File: config.mk
export PLATFORM = sky130hd
export DESIGN_NAME = muldiv_sequencer_flat
export DESIGN_NICKNAME = d
export VERILOG_FILES = /design/src/rtl/muldiv_sequencer_pkg.sv /design/src/rtl/muldiv_sequencer_if.sv /design/src/rtl/muldiv_step.sv /design/src/rtl/muldiv_sequencer.sv /design/src/flat_wrapper.sv
export SDC_FILE = /design/constraint.sdc
export NUM_CORES = 1
export LEC_CHECK = 0
export ABC_AREA = 1
export BUFFER_PORTS_ARGS = -buffer_cell sky130_fd_sc_hd__buf_4
export CAP_MARGIN = 20
export CELL_PAD_IN_SITES_DETAIL_PLACEMENT = 0
export CELL_PAD_IN_SITES_GLOBAL_PLACEMENT = 2
export CORE_MARGIN = 1.5
export CORE_UTILIZATION = 35
export CTS_CLUSTER_DIAMETER = 50
export CTS_CLUSTER_SIZE = 24
export DETAILED_ROUTE_END_ITERATION = 8
export GPL_TIMING_DRIVEN = 0
export PLACE_DENSITY_LB_ADDON = 0.1
export SETUP_SLACK_MARGIN = 0.3
export SLEW_MARGIN = 20
export SYNTH_ARGS = -nofsm -noshare
export SYNTH_HDL_FRONTEND = slang
export SYNTH_SLANG_ARGS = --single-unit
File: constraint.sdc
create_clock -name clk -period 3.98 [get_ports clk]
set_input_delay 0.199 -clock clk [delete_from_list [all_inputs] [get_ports clk]]
set_output_delay 0.199 -clock clk [all_outputs]
set_load 0.05 [all_outputs]
File: src/rtl/muldiv_sequencer_pkg.sv
// Shared op codes and widths for the multiply/divide sequencer and its bus.
package muldiv_sequencer_pkg;

   localparam int DATA_WIDTH_DEF = 32;
   localparam int OP_SIZE        = 6;

   localparam logic [OP_SIZE-1:0] ALU_MFHI = 6'd16;
   localparam logic [OP_SIZE-1:0] ALU_MFLO = 6'd18;
   localparam logic [OP_SIZE-1:0] ALU_MULT = 6'd24;
   localparam logic [OP_SIZE-1:0] ALU_DIV  = 6'd26;

   function automatic logic is_muldiv_op(input logic [OP_SIZE-1:0] op);
      return (op == ALU_MULT) || (op == ALU_DIV);
   endfunction

   // Any op that depends on HI/LO must wait until the sequencer is idle.
   function automatic logic is_hilo_op(input logic [OP_SIZE-1:0] op);
      return is_muldiv_op(op) || (op == ALU_MFHI) || (op == ALU_MFLO);
   endfunction

endpackage

File: src/rtl/muldiv_sequencer_if.sv
// Issue/result bus between ALU control and the multiply/divide sequencer.
interface muldiv_sequencer_if
   import muldiv_sequencer_pkg::*;
#(
   parameter int DATA_WIDTH = DATA_WIDTH_DEF
);
   logic                  start;
   logic [OP_SIZE-1:0]    operation;
   logic [DATA_WIDTH-1:0] operand_a;
   logic [DATA_WIDTH-1:0] operand_b;
   logic                  busy;
   logic                  done;
   logic                  stall;
   logic                  div_zero;
   logic [DATA_WIDTH-1:0] hi;
   logic [DATA_WIDTH-1:0] lo;

   modport master (
      output start, operation, operand_a, operand_b,
      input  busy, done, stall, div_zero, hi, lo
   );

   modport slave (
      input  start, operation, operand_a, operand_b,
      output busy, done, stall, div_zero, hi, lo
   );
endinterface

File: src/rtl/muldiv_step.sv
// One iteration of unsigned shift-add multiply or restoring divide on a 2W accumulator.
module muldiv_step #(
   parameter int W = 32
) (
   input  logic           op_div_i,
   input  logic [2*W-1:0] acc_i,
   input  logic [W-1:0]   opnd_i,
   output logic [2*W-1:0] acc_o
);
   logic [W:0]     sum;
   logic [2*W-1:0] sh;
   logic [W:0]     trial;

   always_comb begin
      sum   = {1'b0, acc_i[2*W-1:W]} + (acc_i[0] ? {1'b0, opnd_i} : {(W+1){1'b0}});
      sh    = {acc_i[2*W-2:0], 1'b0};
      // Remainder stays below the divisor magnitude, so the shifted value fits in W bits.
      trial = {1'b0, sh[2*W-1:W]} - {1'b0, opnd_i};
      if (op_div_i) begin
         acc_o = trial[W] ? sh : {trial[W-1:0], acc_i[W-2:0], 1'b1};
      end else begin
         acc_o = {sum, acc_i[W-1:1]};
      end
   end
endmodule

File: src/rtl/muldiv_sequencer.sv
// Iterative signed MULT/DIV sequencer owning HI/LO; one bit per cycle, stalls HI/LO users while busy.
module muldiv_sequencer
   import muldiv_sequencer_pkg::*;
#(
   parameter int DATA_WIDTH = DATA_WIDTH_DEF
) (
   input  logic                clk,
   input  logic                reset,
   muldiv_sequencer_if.slave   mdu
);
   localparam int W  = DATA_WIDTH;
   localparam int CW = $clog2(W);

   typedef enum logic [1:0] {
      S_IDLE = 2'd0,
      S_CALC = 2'd1,
      S_FIX  = 2'd2
   } state_e;

   state_e           state_q;
   logic [CW-1:0]    count_q;
   logic [2*W-1:0]   acc_q;
   logic [2*W-1:0]   acc_d;
   logic [W-1:0]     opnd_q;
   logic             sign_a_q;
   logic             sign_b_q;
   logic             op_div_q;
   logic             dz_pend_q;
   logic             done_q;
   logic             div_zero_q;
   logic [W-1:0]     hi_q;
   logic [W-1:0]     lo_q;

   logic             accept;
   logic             is_div;
   logic             b_zero;
   logic [W-1:0]     a_mag;
   logic [W-1:0]     b_mag;
   logic [2*W-1:0]   prod_neg;
   logic [W-1:0]     quo_neg;
   logic [W-1:0]     rem_neg;

   assign accept   = mdu.start && (state_q == S_IDLE) && is_muldiv_op(mdu.operation);
   assign is_div   = (mdu.operation == ALU_DIV);
   assign b_zero   = (mdu.operand_b == '0);
   assign a_mag    = mdu.operand_a[W-1] ? -mdu.operand_a : mdu.operand_a;
   assign b_mag    = mdu.operand_b[W-1] ? -mdu.operand_b : mdu.operand_b;
   assign prod_neg = -acc_q;
   assign quo_neg  = -acc_q[W-1:0];
   assign rem_neg  = -acc_q[2*W-1:W];

   muldiv_step #(.W(W)) u_step (
      .op_div_i (op_div_q),
      .acc_i    (acc_q),
      .opnd_i   (opnd_q),
      .acc_o    (acc_d)
   );

   always_ff @(posedge clk) begin
      if (reset) begin
         state_q    <= S_IDLE;
         count_q    <= '0;
         acc_q      <= '0;
         opnd_q     <= '0;
         sign_a_q   <= 1'b0;
         sign_b_q   <= 1'b0;
         op_div_q   <= 1'b0;
         dz_pend_q  <= 1'b0;
         done_q     <= 1'b0;
         div_zero_q <= 1'b0;
         hi_q       <= '0;
         lo_q       <= '0;
      end else begin
         done_q <= 1'b0;
         case (state_q)
            S_IDLE: begin
               if (accept) begin
                  sign_a_q   <= mdu.operand_a[W-1];
                  sign_b_q   <= mdu.operand_b[W-1];
                  op_div_q   <= is_div;
                  acc_q      <= {{W{1'b0}}, a_mag};
                  opnd_q     <= b_mag;
                  count_q    <= '0;
                  div_zero_q <= 1'b0;
                  dz_pend_q  <= is_div && b_zero;
                  state_q    <= (is_div && b_zero) ? S_FIX : S_CALC;
               end
            end
            S_CALC: begin
               acc_q   <= acc_d;
               count_q <= count_q + 1'b1;
               if (count_q == CW'(W - 1)) begin
                  state_q <= S_FIX;
               end
            end
            S_FIX: begin
               done_q  <= 1'b1;
               state_q <= S_IDLE;
               if (dz_pend_q) begin
                  // acc low half still holds |a|; rebuild the signed dividend for HI.
                  hi_q       <= sign_a_q ? quo_neg : acc_q[W-1:0];
                  lo_q       <= '1;
                  div_zero_q <= 1'b1;
               end else if (op_div_q) begin
                  lo_q <= (sign_a_q ^ sign_b_q) ? quo_neg : acc_q[W-1:0];
                  hi_q <= sign_a_q ? rem_neg : acc_q[2*W-1:W];
               end else begin
                  {hi_q, lo_q} <= (sign_a_q ^ sign_b_q) ? prod_neg : acc_q;
               end
            end
            default: state_q <= S_IDLE;
         endcase
      end
   end

   assign mdu.busy     = (state_q != S_IDLE);
   assign mdu.done     = done_q;
   assign mdu.stall    = mdu.start && (state_q != S_IDLE) && is_hilo_op(mdu.operation);
   assign mdu.div_zero = div_zero_q;
   assign mdu.hi       = hi_q;
   assign mdu.lo       = lo_q;
endmodule

File: src/flat_wrapper.sv
// flat-port wrapper written by rule: the top's interface ports become plain ports
module muldiv_sequencer_flat import muldiv_sequencer_pkg::*;
#(
   parameter int DATA_WIDTH = DATA_WIDTH_DEF
)
  (clk, reset, mdu_start, mdu_operation, mdu_operand_a, mdu_operand_b, mdu_busy, mdu_done, mdu_stall, mdu_div_zero, mdu_hi, mdu_lo);
  muldiv_sequencer_if #(.DATA_WIDTH(DATA_WIDTH)) mdu_i ();
  input  logic clk;
  input  logic reset;
  input wire logic [$bits(mdu_i.start)-1:0] mdu_start;
  input wire logic [$bits(mdu_i.operation)-1:0] mdu_operation;
  input wire logic [$bits(mdu_i.operand_a)-1:0] mdu_operand_a;
  input wire logic [$bits(mdu_i.operand_b)-1:0] mdu_operand_b;
  output wire logic [$bits(mdu_i.busy)-1:0] mdu_busy;
  output wire logic [$bits(mdu_i.done)-1:0] mdu_done;
  output wire logic [$bits(mdu_i.stall)-1:0] mdu_stall;
  output wire logic [$bits(mdu_i.div_zero)-1:0] mdu_div_zero;
  output wire logic [$bits(mdu_i.hi)-1:0] mdu_hi;
  output wire logic [$bits(mdu_i.lo)-1:0] mdu_lo;
  assign mdu_i.start = mdu_start;
  assign mdu_i.operation = mdu_operation;
  assign mdu_i.operand_a = mdu_operand_a;
  assign mdu_i.operand_b = mdu_operand_b;
  assign mdu_busy = mdu_i.busy;
  assign mdu_done = mdu_i.done;
  assign mdu_stall = mdu_i.stall;
  assign mdu_div_zero = mdu_i.div_zero;
  assign mdu_hi = mdu_i.hi;
  assign mdu_lo = mdu_i.lo;
  muldiv_sequencer #(.DATA_WIDTH(DATA_WIDTH)) u_core (.clk(clk), .reset(reset), .mdu(mdu_i));
endmodule
==> flow_summary.yaml, run 1 <==
power:
  p_comb_frac: 0.244
  internal_power_mw: 2.99
  seq_power_share: 0.379
  p_leak_nw: 10.0
  swShare: 0.362
  clkPwrFrac: 0.378
  total_power_mw: 4.69
  switchingPower_mw: 1.70
  power_density_nw_per_um2: 235
  peakVddDrop_v: 0.000334
detailed_routing:
  wirelength_um: 90400
  vias: 21600
  wl_met1_um: 42300
  wl_met3_um: 8770
  drc: 0
  drtIter0Drc: 2201
  routed_via_density: 5.46
  dr_wl_met2_um: 37600
  ant_nets: 0
  dr.pass1.iters: 6
  wl_per_cell_um: 22.8
  highest_layer: "met5"
floorplan:
  io_pins: 141
  fp.dieW_um: 226
  dieArea_um2: 51300
  start_util: 0.356
  rows: 81
  die_h_um: 226
  coreArea_um2: 49100
critical_path:
  critPathKind: "reg -> reg"
  startpoint: "u_core.acc_q[0]"
  rrSetupSlack_ps: 570
  worstPathRequired_ps: 4380
  end_kind: "register"
  r2r-start: "u_core.acc_q[0]"
  r2r_cells: 20
  start_kind: "register"
  r2r_end: "u_core.acc_q[63]"
  crit_fanout: 10
  worstPathArrival_ps: 3810
  crit_end: "u_core.acc_q[63]"
global_routing:
  antenna_found_initial: 3
  grt_start_max_net_pins: 18
  track_usage: 0.351
  grt_remaining_overflow: 0
  grt_pass1_wl_um: 130000
  first_global_vias: 19900
yosys:
  yosysWarnings: 0
  yosys.cell_types.count: 59
  ys_async_sr_fraction: 0
  ys.flop_type: "dfxtp_1"
  synthesis.area_um2: 17500
  synth_seq_cells: 173
  synth_seq_area_share: 0.198
  synth-edff-count: 0
  avgSynthCellArea_um2: 5.59
  syn_nets: 3271
  syn-instance-count: 3125
sta:
  rsz0062_at_grt: "false"
  finalCritPeriodShare: 0.857
  slew_viol_final: 0
  period_minus_slack_ps: 3410
  setup_violations: 0
  fin_ws_ps: 571
  fin_setup_tns_ps: 0
  whs_ps: 21.3
  timing.slew.headroom: 0.367
  finalClockSkew_ps: 18.4
  max_clock_freq_mhz: 293
  hold_viol_final: 0
  worst_slew_pin_slew_ps: 949
place:
  pre_cts_ws_ps: 342
  portBuffers: 138
  hpwl_um: 75400
  post-place-cells: 3927
  place.gp.congestion: 0.987
  postPlaceCellArea_um2: 19300
cells_and_area:
  syn_to_final_growth_pct: 14.3
  antenna_cells: 0
  drive_gt1_frac: 0.0968
  finalNonFillerCells: 3961
  final_common_cell: "nand2_1"
  final_util: 0.407
  fin_nets: 3431
  final_cell_area_um2: 20000
  final_cell_mix: "nand2_1, inv_1, nor2_1, a21oi_1, nand3_1"
run:
  cap_violations: 0
clock_network:
  htree_levels: 4
  clock-sinks: 173
  post_cts_buffers: 0
  clock_latency_ps: 490
  cts_root_buf: "clkbuf_16"
  clkTransAtPathRegs_ps: 80
  cts_buffer_depth: 2
  cts_buffers: 17
  cts_tree: "yes"
run_status:
  run_status: "finished, final reports clean"
worst_hold_path:
  hp-class: "in -> reg"
## area by class of cell
class                      count  area [um2]
buffer                       115         531
clock buffer                  18         439
clock inverter                13         150
fill                        5587       29100
inverter                     478        1800
multi-input combinational   2359       11700
sequential                   173        3460
tap                          664         831
timing repair buffer         141        1070
## layer usage
| metal | global-route usage | vias to the layer above |
|---|---|---|
| met4 | 0.0852 | 2 |
| met3 | 0.0670 | 88 |
| li1 | - | 10400 |
| met5 | 0 | - |
| met2 | 0.516 | 972 |
| met1 | 0.519 | 10200 |
## power groups by stage
stage | logic (mW) | registers (mW) | clock network [mW]
finish | 1.14 | 1.78 | 1.77
global route | 1.24 | 1.78 | 1.84
CTS | 1.12 | 1.77 | 1.77
detailed placement | 1.11 | 1.82 | 0
global placement | 1.11 | 1.81 | 0
floorplan | 0.710 | 1.80 | 0
## cells in the mapped netlist (all sizes together) (2+ instances only)
master | n | area [um2]
nand2 | 930 | 3580
inv | 474 | 1780
nor2 | 310 | 1260
a21oi | 269 | 1360
nand3 | 256 | 1310
o21ai | 228 | 1170
dfxtp | 173 | 3460
ha | 71 | 888
clkbuf | 64 | 240
buf | 51 | 287
xor2 | 47 | 412
a31oi | 39 | 244
nor3 | 36 | 203
nand4 | 34 | 213
or2 | 29 | 184
a22oi | 23 | 173
a211oi | 12 | 90.1
o211ai | 11 | 82.6
nand3b | 10 | 75.1
o21bai | 10 | 75.1
a21boi | 7 | 52.6
a21o | 6 | 45.0
and2 | 6 | 37.5
xnor2 | 6 | 52.6
nor4 | 5 | 31.3
clkinv | 4 | 16.3
o221ai | 3 | 26.3
a2bb2oi | 2 | 17.5
fa | 2 | 40.0
## repair_timing
action,in CTS,in global routing
hold endpoints to repair,2,0
resized for setup,0,4
endpoints found under the setup margin,0,5
hold buffers,3,0
## state kept, by name, indices dropped and copies added (netlist names)
name and flops:
u_core.mdu.hi 32, u_core.dz_pend_q 1, u_core.sign_b_q 1, u_core.sign_a_q 1
u_core.mdu.done 1, u_core.op_div_q 1, u_core.acc_q 64, u_core.opnd_q 32
u_core.mdu.div_zero 1, u_core.mdu.lo 32, u_core.count_q 5, u_core.state_q 2
## worst min path at each step
stage	from	cells past startpoint	endpoint
after CTS	mdu_operand_b[29]	3	u_core.opnd_q[29]
final	mdu_operand_b[29]	3	u_core.opnd_q[29]
after floorplan	mdu_operand_b[0]	2	u_core.opnd_q[0]
after global routing	mdu_operand_b[29]	3	u_core.opnd_q[29]
after global placement	u_core.state_q[1]	1	u_core.state_q[1]
after detailed placement	u_core.state_q[1]	1	u_core.state_q[1]
## logic make-up (layout without fill, tap and decap cells)
group	Yosys count	in the layout	share of synthesized area
AND/OR/NAND/NOR	1618	1618	0.396
XOR/XNOR	53	53	0.0266
flip-flops	173	173	0.198
buffers and inverters	593	765	0.133
AO/OA/AOI/OAI	615	615	0.193
adder cells (fa/ha/maj)	73	73	0.0531
## worst max-delay path, stage by stage, from the launching register on
cell,delay (ps)
dfxtp_1,310
buf_4,200
clkbuf_4,280
nand2_1,70
inv_1,50
ha_1,200
inv_1,70
fa_1,400
inv_1,180
nand3_1,90
nand3_1,240
inv_1,70
o21bai_1,260
nand3_1,220
nand3_1,180
nand2_1,100
nand2_1,70
nand2_1,50
inv_1,90
nand2_1,60
a21oi_1,110
(Power assumes the default switching activity.)
==> inputs of run 2 (changes only) <==
CELL_PAD_IN_SITES_DETAIL_PLACEMENT = 2   (was 0)
==> run 2 against run 1 <==
Compared with the run above:
- flip-flop and latch count is the same
- clock skew grew 1.7 ps
- cell area shrank 0.19%
- final cell count is the same
- die area is the same
- clock-buffer cell count grew 2
- sequential share of layout area is essentially flat
- via count grew 9.9%
- clock power is essentially flat
- critical path type unchanged
- highest routed layer unchanged
==> flow_summary.yaml, run 2 (synthesis gave the netlist of run 1 again) <==
run:
  cap_violations: 0
critical_path:
  critPathTopFamily: "simple AND/OR/NAND/NOR gates"
  worstPathRequired_ps: 4330
  critPathSlowestCell: "fa_1"
  critPathKind: "reg -> reg"
  crit_top_cell: "nand2_1"
  crit_chain: "buf_4, clkbuf_4, nand2_1, inv_1, ha_1, inv_1, fa_1, inv_1, nand3_1, nand3_2, nand2_1, nand3_1, nand2_1, nand3_1, nand2_1, nor2_1, nor2_1, nand2_1, a21oi_1"
  crit_fanout: 10
  worstPathArrival_ps: 3910
  end_kind: "register"
  start_kind: "register"
  cp_num_buf_inv: 5
  critPathMaxStageDelay_ps: 410
  rrSetupSlack_ps: 420
floorplan:
  dieArea_um2: 51300
  start_util: 0.356
  fp.dieW_um: 226
  coreArea_um2: 49100
  rows: 81
  io_pins: 141
  die_h_um: 226
detailed_routing:
  wirelength_um: 111000
  routed_via_density: 6.01
  vias: 23800
  wl_per_cell_um: 27.9
  drc: 0
  drtIter0Drc: 2283
  ant_nets: 0
  dr.pass1.iters: 5
place:
  place.gp.congestion: 0.987
  postPlaceCellArea_um2: 19300
  portBuffers: 138
  pre_cts_ws_ps: 86.5
  hpwl_um: 90300
sta:
  rsz0062_at_grt: "false"
  slew_viol_final: 0
  timing.slew.headroom: 0.314
  fin_setup_tns_ps: 0
  finalClockSkew_ps: 20.2
  finalCritPeriodShare: 0.894
  whs_ps: 27.6
  hold_viol_final: 0
  setup_violations: 0
  fin_ws_ps: 421
  period_minus_slack_ps: 3560
  worst_slew_pin_slew_ps: 1030
  max_clock_freq_mhz: 281
clock_network:
  cts_root_buf: "clkbuf_16"
  htree_levels: 4
  cts_buffers: 17
  post_cts_buffers: 0
  cts_buffer_depth: 2
  holdBufCountCts: 0
  cts_tree: "yes"
  clock_latency_ps: 500
  clock-sinks: 173
  clkTransAtPathRegs_ps: 80
worst_hold_path:
  hp-class: "in -> reg"
cells_and_area:
  final_cell_area_um2: 19900
  syn_to_final_growth_pct: 14.0
  drive_gt1_frac: 0.0968
  nFillCells: 6454
  fin_nets: 3428
  regMostFlops: "u_core.acc_q"
  final_common_cell: "nand2_1"
  largest_reg_flops: 64
  final_cell_mix: "nand2_1, inv_1, nor2_1, a21oi_1, nand3_1"
global_routing:
  grt_pass1_wl_um: 161000
  track_usage: 0.428
  antenna_found_initial: 7
  first_global_vias: 25000
  grt_remaining_overflow: 0
  grt_start_max_net_pins: 17
run_status:
  run_status: "finished, final reports clean"
power:
  peakVddDrop_v: 0.000332
  p_leak_nw: 10.0
  power_density_nw_per_um2: 239
## run 2: cell types whose count changed in the layout (fill, tap and decap cells not counted)
cell	change
clkinv_2	+1
nand3_1	-1
o21bai_2	+1
o21bai_1	-1
clkbuf_8	-1
dlygate4sd3_1	-3
diode_2	+2
nand3_2	+1
clkbuf_1	+3
clkinvlp_4	-1
inv_8	-3
clkinv_4	+2
## run 2: worst paths after layout
| path | from | to | cells after the start |
|---|---|---|---|
| worst min-delay path | mdu_operand_b[30] | u_core.opnd_q[31] | 4 |
| worst max-delay path | u_core.acc_q[0] | u_core.acc_q[59] | 19 |
| worst min register to register | u_core.state_q[1] | u_core.state_q[1] | 1 |
| worst max register to register | u_core.acc_q[0] | u_core.acc_q[59] | 19 |
## run 2: what timing repair did
action | 4_1_cts | 5_1_grt
resized for setup | 2 | 2
endpoints found under the setup margin | 5 | 4
pin swaps | 0 | 0
## run 2: metal layers
metal	track usage	wire [um]	up-vias
met5	0	34	-
met4	0.194	4840	6
met3	0.0877	10000	288
met2	0.674	49400	1165
met1	0.559	46400	12000
li1	-	-	10400
## run 2: cell type report
type	count	area, um2	share of cell area
sequential	173	3460	0.174
inverter	478	1800	0.0902
tap	664	831	0.0417
antenna	2	5.00	0.000251
clock inverter	12	131	0.00659
timing repair buffer	138	1040	0.0520
multi-input combinational	2359	11700	0.587
buffer	115	531	0.0266
clock buffer	20	437	0.0219
## run 2: power by group
part           internal, mW  switching, mW  total [mW]
Combinational         0.347          0.881        1.23
Sequential             1.74         0.0378        1.78
Clock                 0.879          0.882        1.76
Total                  2.97           1.80        4.77
## run 2: worst reg2reg max path, stage by stage (launching register included)
cell and delay, ps:
dfxtp_1 350, buf_4 220, clkbuf_4 280, nand2_1 90, inv_1 60, ha_1 230
inv_1 90, fa_1 410, inv_1 210, nand3_1 170, nand3_2 190, nand2_1 110
nand3_1 200, nand2_1 110, nand3_1 100, nand2_1 50, nor2_1 220, nor2_1 150
nand2_1 120, a21oi_1 60
## run 2: per-stage QoR
stage	cells	total power, mW	util
2_1_floorplan	3125	2.51	-
5_1_grt	3959	4.89	0.406
4_1_cts	3959	4.73	0.406
6_report	3961	4.77	0.406
3_5_place_dp	3927	2.99	0.394
3_3_place_gp	3927	2.93	0.394
